[config.mk]
export PLATFORM = sky130hd
export DESIGN_NAME = mmio_router
export DESIGN_NICKNAME = d
export VERILOG_FILES = /design/src/rtl/mmio_pkg.sv /design/src/rtl/mmio_channel.sv /design/src/rtl/mmio_router.sv
export SDC_FILE = /design/constraint.sdc
export NUM_CORES = 1
export LEC_CHECK = 0
export CAP_MARGIN = 20
export CORE_UTILIZATION = 42
export DETAILED_ROUTE_END_ITERATION = 8
export PLACE_DENSITY = 0.88
export SLEW_MARGIN = 25
export SYNTH_ARGS = -nofsm -noshare
export SYNTH_HDL_FRONTEND = slang
export SYNTH_SLANG_ARGS = --single-unit
[constraint.sdc]
create_clock -name clock -period 2.1 [get_ports clock]
set_input_delay 0.42 -clock clock [delete_from_list [all_inputs] [get_ports clock]]
set_output_delay 0.42 -clock clock [all_outputs]
set_load 0.01 [all_outputs]
[src/rtl/mmio_pkg.sv]
`default_nettype none
// ============================================================================
// mmio_pkg : register map, status bit positions and defaults for mmio_router
// Revision : 1.0
// ============================================================================
package mmio_pkg;

    localparam logic [1:0]  REG_DATA          = 2'd0;
    localparam logic [1:0]  REG_STATUS        = 2'd1;
    localparam logic [1:0]  REG_CMD           = 2'd2;

    localparam int          STAT_VALID_BIT    = 0;
    localparam int          STAT_OVR_BIT      = 1;

    localparam logic [31:0] MMIO_BASE_DEFAULT = 32'h0000_1000;
    localparam int          CH_STRIDE         = 4;

endpackage
`default_nettype wire

[src/rtl/mmio_channel.sv]
`default_nettype none
// ============================================================================
// mmio_channel : one inbound mailbox (sticky valid/overrun) and one command reg
// Revision     : 1.0
// ============================================================================
module mmio_channel #(
    parameter int DATA_W = 32
) (
    input  logic              clock,
    input  logic              reset,
    input  logic              rd_data_i,
    input  logic              rd_status_i,
    input  logic              wr_cmd_i,
    input  logic [DATA_W-1:0] wdata_i,
    input  logic              periph_valid_i,
    input  logic [DATA_W-1:0] periph_data_i,
    output logic [DATA_W-1:0] mbox_data_o,
    output logic              mbox_valid_o,
    output logic              mbox_ovr_o,
    output logic [DATA_W-1:0] cmd_o,
    output logic              strobe_o
);

    logic [DATA_W-1:0] data_q, data_d;
    logic              valid_q, valid_d;
    logic              ovr_q, ovr_d;
    logic [DATA_W-1:0] cmd_q, cmd_d;
    logic              strobe_q, strobe_d;

    always_comb begin
        data_d   = data_q;
        valid_d  = valid_q;
        ovr_d    = ovr_q;
        if (rd_data_i)   valid_d = 1'b0;
        if (rd_status_i) ovr_d   = 1'b0;
        // A new word only overruns if the old one was not consumed this cycle.
        if (periph_valid_i) begin
            data_d  = periph_data_i;
            valid_d = 1'b1;
            if (valid_q && !rd_data_i) ovr_d = 1'b1;
        end
        cmd_d    = wr_cmd_i ? wdata_i : cmd_q;
        strobe_d = wr_cmd_i;
    end

    always_ff @(posedge clock) begin
        if (reset) begin
            data_q   <= '0;
            valid_q  <= 1'b0;
            ovr_q    <= 1'b0;
            cmd_q    <= '0;
            strobe_q <= 1'b0;
        end else begin
            data_q   <= data_d;
            valid_q  <= valid_d;
            ovr_q    <= ovr_d;
            cmd_q    <= cmd_d;
            strobe_q <= strobe_d;
        end
    end

    assign mbox_data_o  = data_q;
    assign mbox_valid_o = valid_q;
    assign mbox_ovr_o   = ovr_q;
    assign cmd_o        = cmd_q;
    assign strobe_o     = strobe_q;

endmodule
`default_nettype wire

[src/rtl/mmio_router.sv]
`default_nettype none
// ============================================================================
// mmio_router : dmem router between processor, RAM and NUM_CH MMIO channels
// Revision    : 1.0
// ============================================================================
module mmio_router
    import mmio_pkg::*;
#(
    parameter int                NUM_CH    = 4,
    parameter int                DATA_W    = 32,
    parameter int                ADDR_W    = 32,
    parameter logic [ADDR_W-1:0] MMIO_BASE = ADDR_W'(MMIO_BASE_DEFAULT)
) (
    input  logic                     clock,
    input  logic                     reset,
    input  logic [ADDR_W-1:0]        addr,
    input  logic                     wren,
    input  logic                     rden,
    input  logic [DATA_W-1:0]        data_in,
    input  logic [DATA_W-1:0]        ram_q,
    output logic                     ram_wren,
    output logic [DATA_W-1:0]        q_out,
    input  logic [NUM_CH-1:0]        periph_valid,
    input  logic [NUM_CH*DATA_W-1:0] periph_data,
    output logic [NUM_CH*DATA_W-1:0] cmd_out,
    output logic [NUM_CH-1:0]        cmd_strobe
);

    logic              w_hit;
    logic [ADDR_W-1:0] w_off;
    logic [3:0]        w_ch;
    logic [1:0]        w_reg;
    logic              w_exists;

    logic [DATA_W-1:0] w_mbox  [NUM_CH];
    logic              w_valid [NUM_CH];
    logic              w_ovr   [NUM_CH];
    logic [DATA_W-1:0] w_cmd   [NUM_CH];

    logic              sel_q;
    logic [DATA_W-1:0] rdata_q, rdata_d;

    assign w_hit    = (addr >= MMIO_BASE);
    assign w_off    = addr - MMIO_BASE;
    assign w_ch     = w_off[5:2];
    assign w_reg    = w_off[1:0];
    assign w_exists = w_hit && (w_off < ADDR_W'(NUM_CH * CH_STRIDE));
    assign ram_wren = wren & ~w_hit;

    generate
        for (genvar c = 0; c < NUM_CH; c++) begin : g_ch
            logic w_sel;
            assign w_sel = w_exists && (w_ch == 4'(c));

            mmio_channel #(
                .DATA_W (DATA_W)
            ) u_ch (
                .clock          (clock),
                .reset          (reset),
                .rd_data_i      (rden & w_sel & (w_reg == REG_DATA)),
                .rd_status_i    (rden & w_sel & (w_reg == REG_STATUS)),
                .wr_cmd_i       (wren & w_sel & (w_reg == REG_CMD)),
                .wdata_i        (data_in),
                .periph_valid_i (periph_valid[c]),
                .periph_data_i  (periph_data[c*DATA_W +: DATA_W]),
                .mbox_data_o    (w_mbox[c]),
                .mbox_valid_o   (w_valid[c]),
                .mbox_ovr_o     (w_ovr[c]),
                .cmd_o          (w_cmd[c]),
                .strobe_o       (cmd_strobe[c])
            );

            assign cmd_out[c*DATA_W +: DATA_W] = w_cmd[c];
        end
    endgenerate

    // Captured every cycle from pre-update state so loads see pre-clear values.
    always_comb begin
        rdata_d = '0;
        for (int c = 0; c < NUM_CH; c++) begin
            if (w_exists && (w_ch == 4'(c))) begin
                case (w_reg)
                    REG_DATA:   rdata_d = w_mbox[c];
                    REG_STATUS: begin
                        rdata_d[STAT_VALID_BIT] = w_valid[c];
                        rdata_d[STAT_OVR_BIT]   = w_ovr[c];
                    end
                    REG_CMD:    rdata_d = w_cmd[c];
                    default:    rdata_d = '0;
                endcase
            end
        end
    end

    always_ff @(posedge clock) begin
        if (reset) begin
            sel_q   <= 1'b0;
            rdata_q <= '0;
        end else begin
            sel_q   <= w_hit;
            rdata_q <= rdata_d;
        end
    end

    assign q_out = sel_q ? rdata_q : ram_q;

endmodule
`default_nettype wire

; ---- Word level (Yosys, flattened, before mapping)
; Cells that the tools add are included.
[op_classes]
eq_ne = 5
add_sub_neg = 1
n_lt_le_gt_ge = 2
bitwise_logic = 22
muxes = 33
reduce_logical = 19
[op_table]
columns = op, count
row1 = 30-bit one-hot mux with 3 select lines, 3
row2 = 32-bit two-way mux, 5
row3 = 30-bit one-hot mux with 2 select lines, 1
row4 = 32-bit by 13-bit greater-or-equal comparator with 1-bit output (second input constant), 1
row5 = 32-bit by 5-bit less-than comparator with 1-bit output (second input constant), 1
row6 = 32-bit by 13-bit subtractor with 32-bit output (second input constant), 1
row7 = 2-bit one-hot mux with 3 select lines, 4
row8 = 1-bit AND, 21
row9 = 1-bit two-way mux, 20
row10 = 1-bit logical AND, 9
row11 = 4-bit by 2-bit == test with 1-bit output (second input constant), 2
row12 = 2-bit nonzero test, 4
row13 = 4-bit by 1-bit == test with 1-bit output (second input constant), 1
row14 = 1-bit zero test, 4
row15 = 4-bit zero test, 1
row16 = 2-bit by 1-bit == test with 1-bit output (second input constant), 1
row17 = 2-bit == test (second input constant), 1
row18 = 2-bit zero test, 1
row19 = 1-bit NOT, 1
[totals]
reg_bits = 301

; ---- Depth between registers and ports, before layout
; Gate-level depths: netlist of run 1.
[logic_depth]
word_depth = 11
depth_mapped = 8
depth_no_buf = 6

; ---- Hierarchy
; A second synthesis of run 1 with hierarchy kept.
[unflattened]
cells_unflattened = 1177
hier_area_um2 = 13835.8
[by_module_without_submodules]
columns = mod, n_inst, area_per_inst_um2, cells_per_inst
row1 = mmio_channel, 4, 2498.6, 216
row2 = mmio_router, 1, 3841.2, 313

; ---- Worst setup path before layout of run 1
; OpenSTA, ideal clock, no wires.
[synth_path]
path_type = in2reg
start = input port addr[22]
end = register g_ch[0].u_ch.cmd_q[10]
stages = 7
required_time_ns = 1.968
n_path_buf = 1
slack_ns = 0.048
setup_ns = 0.132
t_arrival_ns = 1.919
path_cell_list = nor4_2 > nand2_1 > nor4_4 > o2111ai_1 > clkbuf_1 > nand2_1 > a21oi_1
[synth_between]
elab_chain_cells = 6
word_cells_on_any_way = 7
[synth_rtl]
columns = item, line_no
row1 = from (decl), mmio_router.sv:16  ; input logic [ADDR_W-1:0] addr,
row2 = 32-bit by 13-bit subtractor with 32-bit output, mmio_router.sv:44  ; assign w_off = addr - MMIO_BASE;
row3 = 32-bit by 5-bit less-than comparator with 1-bit output, mmio_router.sv:47  ; assign w_exists = w_hit && (w_off < ADDR_W'(NUM_CH * CH_STRIDE));
row4 = 1-bit logical AND *, mmio_router.sv:47
row5 = 1-bit logical AND *, mmio_router.sv:53  ; assign w_sel = w_exists && (w_ch == 4'(c));
row6 = 1-bit AND * (2 in a row), mmio_router.sv:62  ; .wr_cmd_i (wren & w_sel & (w_reg == REG_CMD)),
row7 = to (signal assigned), mmio_channel.sv:57  ; cmd_q <= cmd_d;
row8 = to (decl), mmio_channel.sv:27  ; logic [DATA_W-1:0] cmd_q, cmd_d;
; Mark *: on every way between the ends. The rest lies on a longest branch, timed or not.
; A chain may end at the register's enable or synchronous reset.

; ---- Worst setup path in the final report of run 1
[layout_path]
start = register sel_q
end = output port q_out[6]
[layout_between]
elab_chain_cells = 1
[layout_rtl]
columns = item, line_no
row1 = from (decl), mmio_router.sv:40  ; logic sel_q;
row2 = from (signal assigned), mmio_router.sv:100  ; sel_q <= w_hit;
row3 = 32-bit two-way mux, mmio_router.sv:105  ; assign q_out = sel_q ? rdata_q : ram_q;
row4 = to (decl), mmio_router.sv:22  ; output logic [DATA_W-1:0] q_out,
; Every way passes these cells.

==> out/summary.txt, run 1 <==
Simple-Gate Fraction of Synth Area - 0.144
Max-slew headroom - 0.519
Largest net degree at the start of global routing - 164
CTS tree - yes
Async S/R FF share, synth - 0
XOR/XNOR Fraction of Synth Area - 0.00137
Fmax - 467 MHz
Post-synth EDFFs - 0
Synth Warn # - 0
Fillers - 2,203
Vias - 12,600
Starting Density - 0.430
Initial antenna violation count - 3
Crit share post-route - 1.02
Minimum clock period - 2140 ps
Max_cap viols - 0
Required @ worst endpoint - 1680 ps
Setup ws final - -39.5 ps
Total wire length - 49,900 um
Row cnt - 63
Compound-gate portion of the synthesized area - 0.102
Layout cells sized above 1 - 0.176
Largest family of logic cells by synthesized area - multiplexers
First-pass GRT wire length - 70,700 um
Status - complete, but fails checks
Die Footprint - 0.0312 mm2
Maximum vdd drop - 641 uV
Gpl congestion - 0.883
Final Hold Fails - 0
Failing checks - negative setup slack
RSZ-0062 raised after global routing - true
Register area share after synthesis - 0.471
Nets@finish - 2,010
Die width - 177 um
Number of I/O pins - 397
Via density - 5.74
WL per Instance - 22.8 um
Mux contribution to synthesized area - 0.242
Drc violations - 0
Unique masters post-synth - 41
# setup viols final - 3
Final HPWL DP - 32,000 um
Skew-Pair Late Insertion Delay - 560 ps
Worst-path fanout max - 8
Clock tree sinks - 301
CP Launch Type - register
Clock root cell - clkbuf_16
Clk pin slew, worst setup/hold paths - 60 ps
DR iter-0 viols - 1,125
Critical path class - register to output pin
Mapped Nets - 1,590
Post-Syn Area - 0.0128 mm2
Max clock buf depth - 3
Flops & latches, synth - 301
Leakage - 0.00761 uW
Mapped Cells - 1,358
Worst Clk Skew - 7.93 ps
Number of global-route vias before repair - 12,500
H-tree lvl count - 1
Pre-antenna DRT Iters - 6
Crit path DAT - 1720 ps
PwrDens - 661 mW/mm2
Remaining Overflow, GRT - 0
Pwr Total - 12,700 uW
Worst-Margin Slew - 721 ps
Buffers added on ports - 396
Primary FF master, synth - dfxtp_1
Antenna-violating nets left - 0
Commonest cells after routing, fill and taps aside - clkdlybuf4s50_1, dfxtp_1, nand2_1, mux2i_1, nor2_1
Slew Limit Fails - 0
Synth Area in Adders - 0
P&R area growth vs syn - 50.5%
Die H - 177 um
Commonest non-fill, non-tap cell in the layout - clkdlybuf4s50_1
Tot GR Track Use - 0.296
CP Capture Type - output pin
CTS buffer count - 31
Core ar. - 0.0298 mm2
HP Class - input port to register
Setup_tns - -59.6 ps
Syn_area_per_cell - 9.43 um2
registers in the layout, summed over array words and instances, names as in the netlist:
name	count
sel_q	1
g_ch.u_ch.mbox_valid_o	4
g_ch.u_ch.mbox_data_o	128
g_ch.u_ch.cmd_o	128
rdata_q	32
g_ch.u_ch.strobe_o	4
g_ch.u_ch.mbox_ovr_o	4
worst paths after layout:
path                                             from                             endpoint  slack (ps)  depth (start not counted)
setup / recovery                     sel_q$_SDFF_PP0_                             q_out[6]         -40                          4
hold / removal                                  reset  g_ch[1].u_ch.cmd_o[31]$_SDFFE_PP0P_         170                          2
setup reg to reg  g_ch[3].u_ch.cmd_o[23]$_SDFFE_PP0P_               rdata_q[23]$_SDFF_PP0_         780                          3
hold reg to reg   g_ch[0].u_ch.cmd_o[22]$_SDFFE_PP0P_  g_ch[0].u_ch.cmd_o[22]$_SDFFE_PP0P_         470                          2
layer usage:
| layer | share of wire | vias to the layer above | wire length [um] | track usage |
|---|---|---|---|---|
| li1 | - | 5564 | - | - |
| met1 | 0.36 | 5999 | 18100 | 0.344 |
| met2 | 0.48 | 827 | 23800 | 0.511 |
| met3 | 0.10 | 183 | 5230 | 0.0709 |
| met4 | 0.054 | 2 | 2690 | 0.138 |
| met5 | 0.00024 | - | 12 | 0 |
synth_stat cells (2+ instances only):
cell type | n | area share
a21oi_1 | 140 | 0.055
a32oi_1 | 27 | 0.018
buf_1 | 8 | 0.0023
buf_2 | 11 | 0.0043
buf_4 | 16 | 0.0094
clkbuf_1 | 77 | 0.023
dfxtp_1 | 301 | 0.47
inv_1 | 4 | 0.0012
mux2_2 | 60 | 0.053
mux2i_1 | 166 | 0.13
mux4_2 | 34 | 0.060
nand2_1 | 273 | 0.080
nand3_1 | 5 | 0.0020
nand4_1 | 2 | 0.00098
nor2_1 | 148 | 0.043
nor2b_1 | 6 | 0.0029
nor3_1 | 12 | 0.0047
nor4_1 | 3 | 0.0015
o2111a_1 | 3 | 0.0026
o2111ai_1 | 5 | 0.0034
o211ai_1 | 2 | 0.0012
o21ai_0 | 7 | 0.0027
o22ai_1 | 28 | 0.014
o31ai_1 | 3 | 0.0018
power by group:
| part | internal, uW | switching (uW) | total (uW) | leakage, uW |
|---|---|---|---|---|
| combinational | 833 | 672 | 1510 | 0.00469 |
| sequential | 5870 | 89.9 | 5960 | 0.00245 |
| clock | 3000 | 2270 | 5270 | 0.000468 |
cell families after synthesis:
group | Yosys count
and+or+nand+nor | 459
DFF | 301
muxes | 260
AOI/OAI and AO/OA | 220
buffers and inverters | 116
xor gates and xnor gates | 2
stage by stage:
stage / hold WS (ps) / instance area [um2] / utilization / instances / worst slack, ps
3_3_place_gp: 448 / 17800 / 0.596 / 2107 / -652
4_1_cts: 146 / 19000 / 0.636 / 2178 / -161
6_report: 168 / 19300 / 0.647 / 2190 / -39.5
3_5_place_dp: 459 / 17800 / 0.596 / 2107 / -622
5_1_grt: 161 / 19300 / 0.647 / 2189 / -62.2
2_1_floorplan: 447 / 12800 / - / 1358 / 48.3
timing repair:
item                                    4_1_cts  5_1_grt
buffers inserted                             14        6
gates resized for setup                      53      160
endpoints found under the setup margin       44      197
pin swaps                                     6       17
hold buffers                                  0        0
cloned                                        4        4
critical path, stage by stage (launching register included):
cell      delay (ps)
dfxtp_4          440
buf_12           180
buf_4            120
mux2_4           280
clkbuf_2         130
area by class of cell:
type | instances | area, um2 | area share
antenna | 2 | 5.00 | 0.000260
inverter | 4 | 15.0 | 0.000779
timing repair buffer | 499 | 5260 | 0.273
multi-input combinational | 941 | 6530 | 0.339
clock inverter | 7 | 67.6 | 0.00351
tap | 390 | 488 | 0.0253
clock buffer | 46 | 882 | 0.0458
sequential | 301 | 6030 | 0.313
(Power assumes the default switching activity.)
==> inputs of run 2 (changes only) <==
--- a/config.mk
+++ b/config.mk
@@ -6,7 +6,9 @@
 export NUM_CORES = 1
 export LEC_CHECK = 0
 export CAP_MARGIN = 20
+export CORE_MARGIN = 8
 export CORE_UTILIZATION = 42
+export CTS_CLUSTER_SIZE = 28
 export DETAILED_ROUTE_END_ITERATION = 8
 export PLACE_DENSITY = 0.88
 export SLEW_MARGIN = 25
==> out/summary.txt, run 2 (synthesized netlist as in run 1, its figures left out) <==
Critical path class - register to output pin (unchanged)
Antenna-violating nets left - 0 (unchanged)
Leakage - 0.00757 uW (was 0.00761 uW)
Pre-antenna DRT Iters - 8 (was 6)
Total wire length - 52,400 um (was 49,900 um)
Max clock buf depth - 3 (unchanged)
CP top delay family - buffers and inverters (was flip-flops)
Clk pin slew, worst setup/hold paths - 60 ps (about the same)
Place WS - -657 ps (was -622 ps)
Minimum clock period - 2060 ps (was 2140 ps)
Tot GR Track Use - 0.276 (was 0.296)
Crit path DAT - 1640 ps (was 1720 ps)
Number of global-route vias before repair - 13,000 (was 12,500)
Drc violations - 0 (unchanged)
Reg2Reg Depth - 3 (unchanged)
Max_cap viols - 0 (unchanged)
Nets@finish - 2,020 (was 2,010)
R2R Path Start - g_ch[3].u_ch.cmd_o[7]$_SDFFE_PP0P_ (was g_ch[3].u_ch.cmd_o[23]$_SDFFE_PP0P_)
Die H - 191 um (was 177 um)
Skew-Pair Late Insertion Delay - 500 ps (was 560 ps)
Layout cells sized above 1 - 0.182 (was 0.176)
Slew Limit Fails - 0 (unchanged)
Required @ worst endpoint - 1680 ps (about the same)
Final HPWL DP - 36,500 um (was 32,000 um)
Worst-Margin Slew - 692 ps (was 721 ps)
Setup_tns - 0 ps (was -59.6 ps)
Setup ws final - 40.9 ps (was -39.5 ps)
CTS buffer count - 34 (was 31)
Largest net degree at the start of global routing - 98 (was 164)
Internal power - 10,400 uW (was 9700 uW)
Gpl congestion - 0.887 (was 0.883)
Die Footprint - 0.0363 mm2 (was 0.0312 mm2)
P&R area growth vs syn - 51.3% (was 50.5%)
CTS tree - yes (unchanged)
Number of I/O pins - 397 (unchanged)
Worst Clk Skew - 13.1 ps (was 7.93 ps)
Remaining Overflow, GRT - 0 (unchanged)
Worst stage delay on the critical path - 380 ps (was 440 ps)
Clk pwr share - 0.449 (was 0.414)
Clock root cell - clkbuf_16 (unchanged)
Worst path slowest cell - dfxtp_4 (unchanged)
Crit-path cells - buf_12 -> mux2_2 -> clkdlybuf4s15_1 (was buf_12 -> buf_4 -> mux2_4 -> clkbuf_2)
Worst-path fanout max - 13 (was 8)
Commonest non-fill, non-tap cell in the layout - clkdlybuf4s50_1 (unchanged)
Worst reg2reg setup slack - 590 ps (was 780 ps)
Row cnt - 64 (was 63)
Placed instance count - 2,127 (was 2,107)
Crit share post-route - 0.981 (was 1.02)
Initial antenna violation count - 3 (unchanged)
Post-CTS Hold Fix Bufs - 0 (unchanged)
Hold Path Sink - g_ch[3].u_ch.mbox_data_o[25]$_SDFFE_PP0P_ (was g_ch[1].u_ch.cmd_o[31]$_SDFFE_PP0P_)
Status - finished clean (was complete, but fails checks)
Seq pwr share - 0.441 (was 0.468)
Clock tree sinks - 301 (unchanged)
WL per Instance - 23.7 um (was 22.8 um)
Hold path start - reset (unchanged)
Max-slew headroom - 0.539 (was 0.519)
Final Hold Fails - 0 (unchanged)
Sw frac - 0.232 (was 0.238)
Buffers added on ports - 396 (unchanged)
Fmax - 486 MHz (was 467 MHz)
Die width - 191 um (was 177 um)
Comb power frac - 0.110 (was 0.118)
Via density - 5.64 (was 5.74)
Starting Density - 0.423 (was 0.430)
CP bufs+invs - 2 (was 3)
DR iter-0 viols - 758 (was 1,125)
Maximum vdd drop - 522 uV (was 641 uV)
Worst r2r dst - rdata_q[7]$_SDFF_PP0_ (was rdata_q[23]$_SDFF_PP0_)
Vias - 12,500 (was 12,600)
CP Capture Type - output pin (unchanged)
First-pass GRT wire length - 78,100 um (was 70,700 um)
Net switching power - 3140 uW (was 3030 uW)
H-tree lvl count - 2 (was 1)
Hold path depth - 2 (unchanged)
Commonest cells after routing, fill and taps aside - clkdlybuf4s50_1, dfxtp_1, nand2_1, mux2i_1, nor2_1 (unchanged)
Final cell count without fillers - 2,211 (was 2,190)
HP Class - input port to register (unchanged)
Pwr Total - 13,500 uW (was 12,700 uW)
CP Launch Type - register (unchanged)
Final core occ - 0.640 (was 0.647)
# setup viols final - 0 (was 3)
PwrDens - 698 mW/mm2 (was 661 mW/mm2)
Core ar. - 0.0303 mm2 (was 0.0298 mm2)
## run 2: cell types whose count changed in the layout (fill, tap and decap cells not counted), sizes merged, moves of 2 or more
cell           before  now
clkdlybuf4s50     332  335
dlygate4sd2         2    7
clkdlybuf4s15       0   14
buf               122  136
dlymetal6s2s       19   11
clkbuf             68   55
bufbuf              2    0
## run 2: layout make-up
type                            count  area (um2)
Sequential cell                   301        6030
Antenna cell                        3        7.51
Clock inverter                      8        97.6
Timing Repair Buffer              506        5160
Clock buffer                       52        1050
Tap cell                          396         495
Inverter                            4        15.0
Multi-Input combinational cell    941        6520
Fill cell                        2269       10900
## run 2: power groups by stage
stage,Sequential (uW),Clock (uW),Combinational (uW)
3_3_place_gp,6070,0,1440
5_1_grt,5970,6380,1570
2_1_floorplan,6050,0,656
6_report,5960,6070,1490
4_1_cts,5960,6140,1480
3_5_place_dp,6080,0,1470
## run 2: worst max-delay path by stage
stage,start,to,slack [ps],cells after the start
finish,sel_q$_SDFF_PP0_,q_out[2],40,3
global route,addr[6],g_ch[2].u_ch.cmd_o[13]$_SDFFE_PP0P_,-50,12
CTS,sel_q$_SDFF_PP0_,q_out[11],-5,3
detailed placement,addr[22],g_ch[3].u_ch.cmd_o[1]$_SDFFE_PP0P_,-660,10
global placement,addr[22],rdata_q[1]$_SDFF_PP0_,-600,9
floorplan,addr[22],g_ch[0].u_ch.cmd_o[10]$_SDFFE_PP0P_,50,7
## run 2: timing repair
item	in CTS	in global routing
resized for setup	154	31
setup buffers	16	1
pin swaps	23	14
setup endpoints to repair	195	122
cloned	5	0
## run 2: stage by stage
stage | cell area (um2) | hold slack (ps)
6_report | 19400 | 331
5_1_grt | 19400 | 323
4_1_cts | 19300 | 315
3_5_place_dp | 17800 | 458
3_3_place_gp | 17800 | 450
2_1_floorplan | 12800 | 447
## run 2: layer usage
| metal | wire length, um | part of all wire | global-route usage | up-vias |
|---|---|---|---|---|
| met5 | 20 | 0.00038 | 0 | - |
| met4 | 2390 | 0.046 | 0.132 | 4 |
| met3 | 4620 | 0.088 | 0.0642 | 169 |
| met2 | 25100 | 0.48 | 0.462 | 705 |
| met1 | 20300 | 0.39 | 0.332 | 6007 |
| li1 | - | - | - | 5590 |
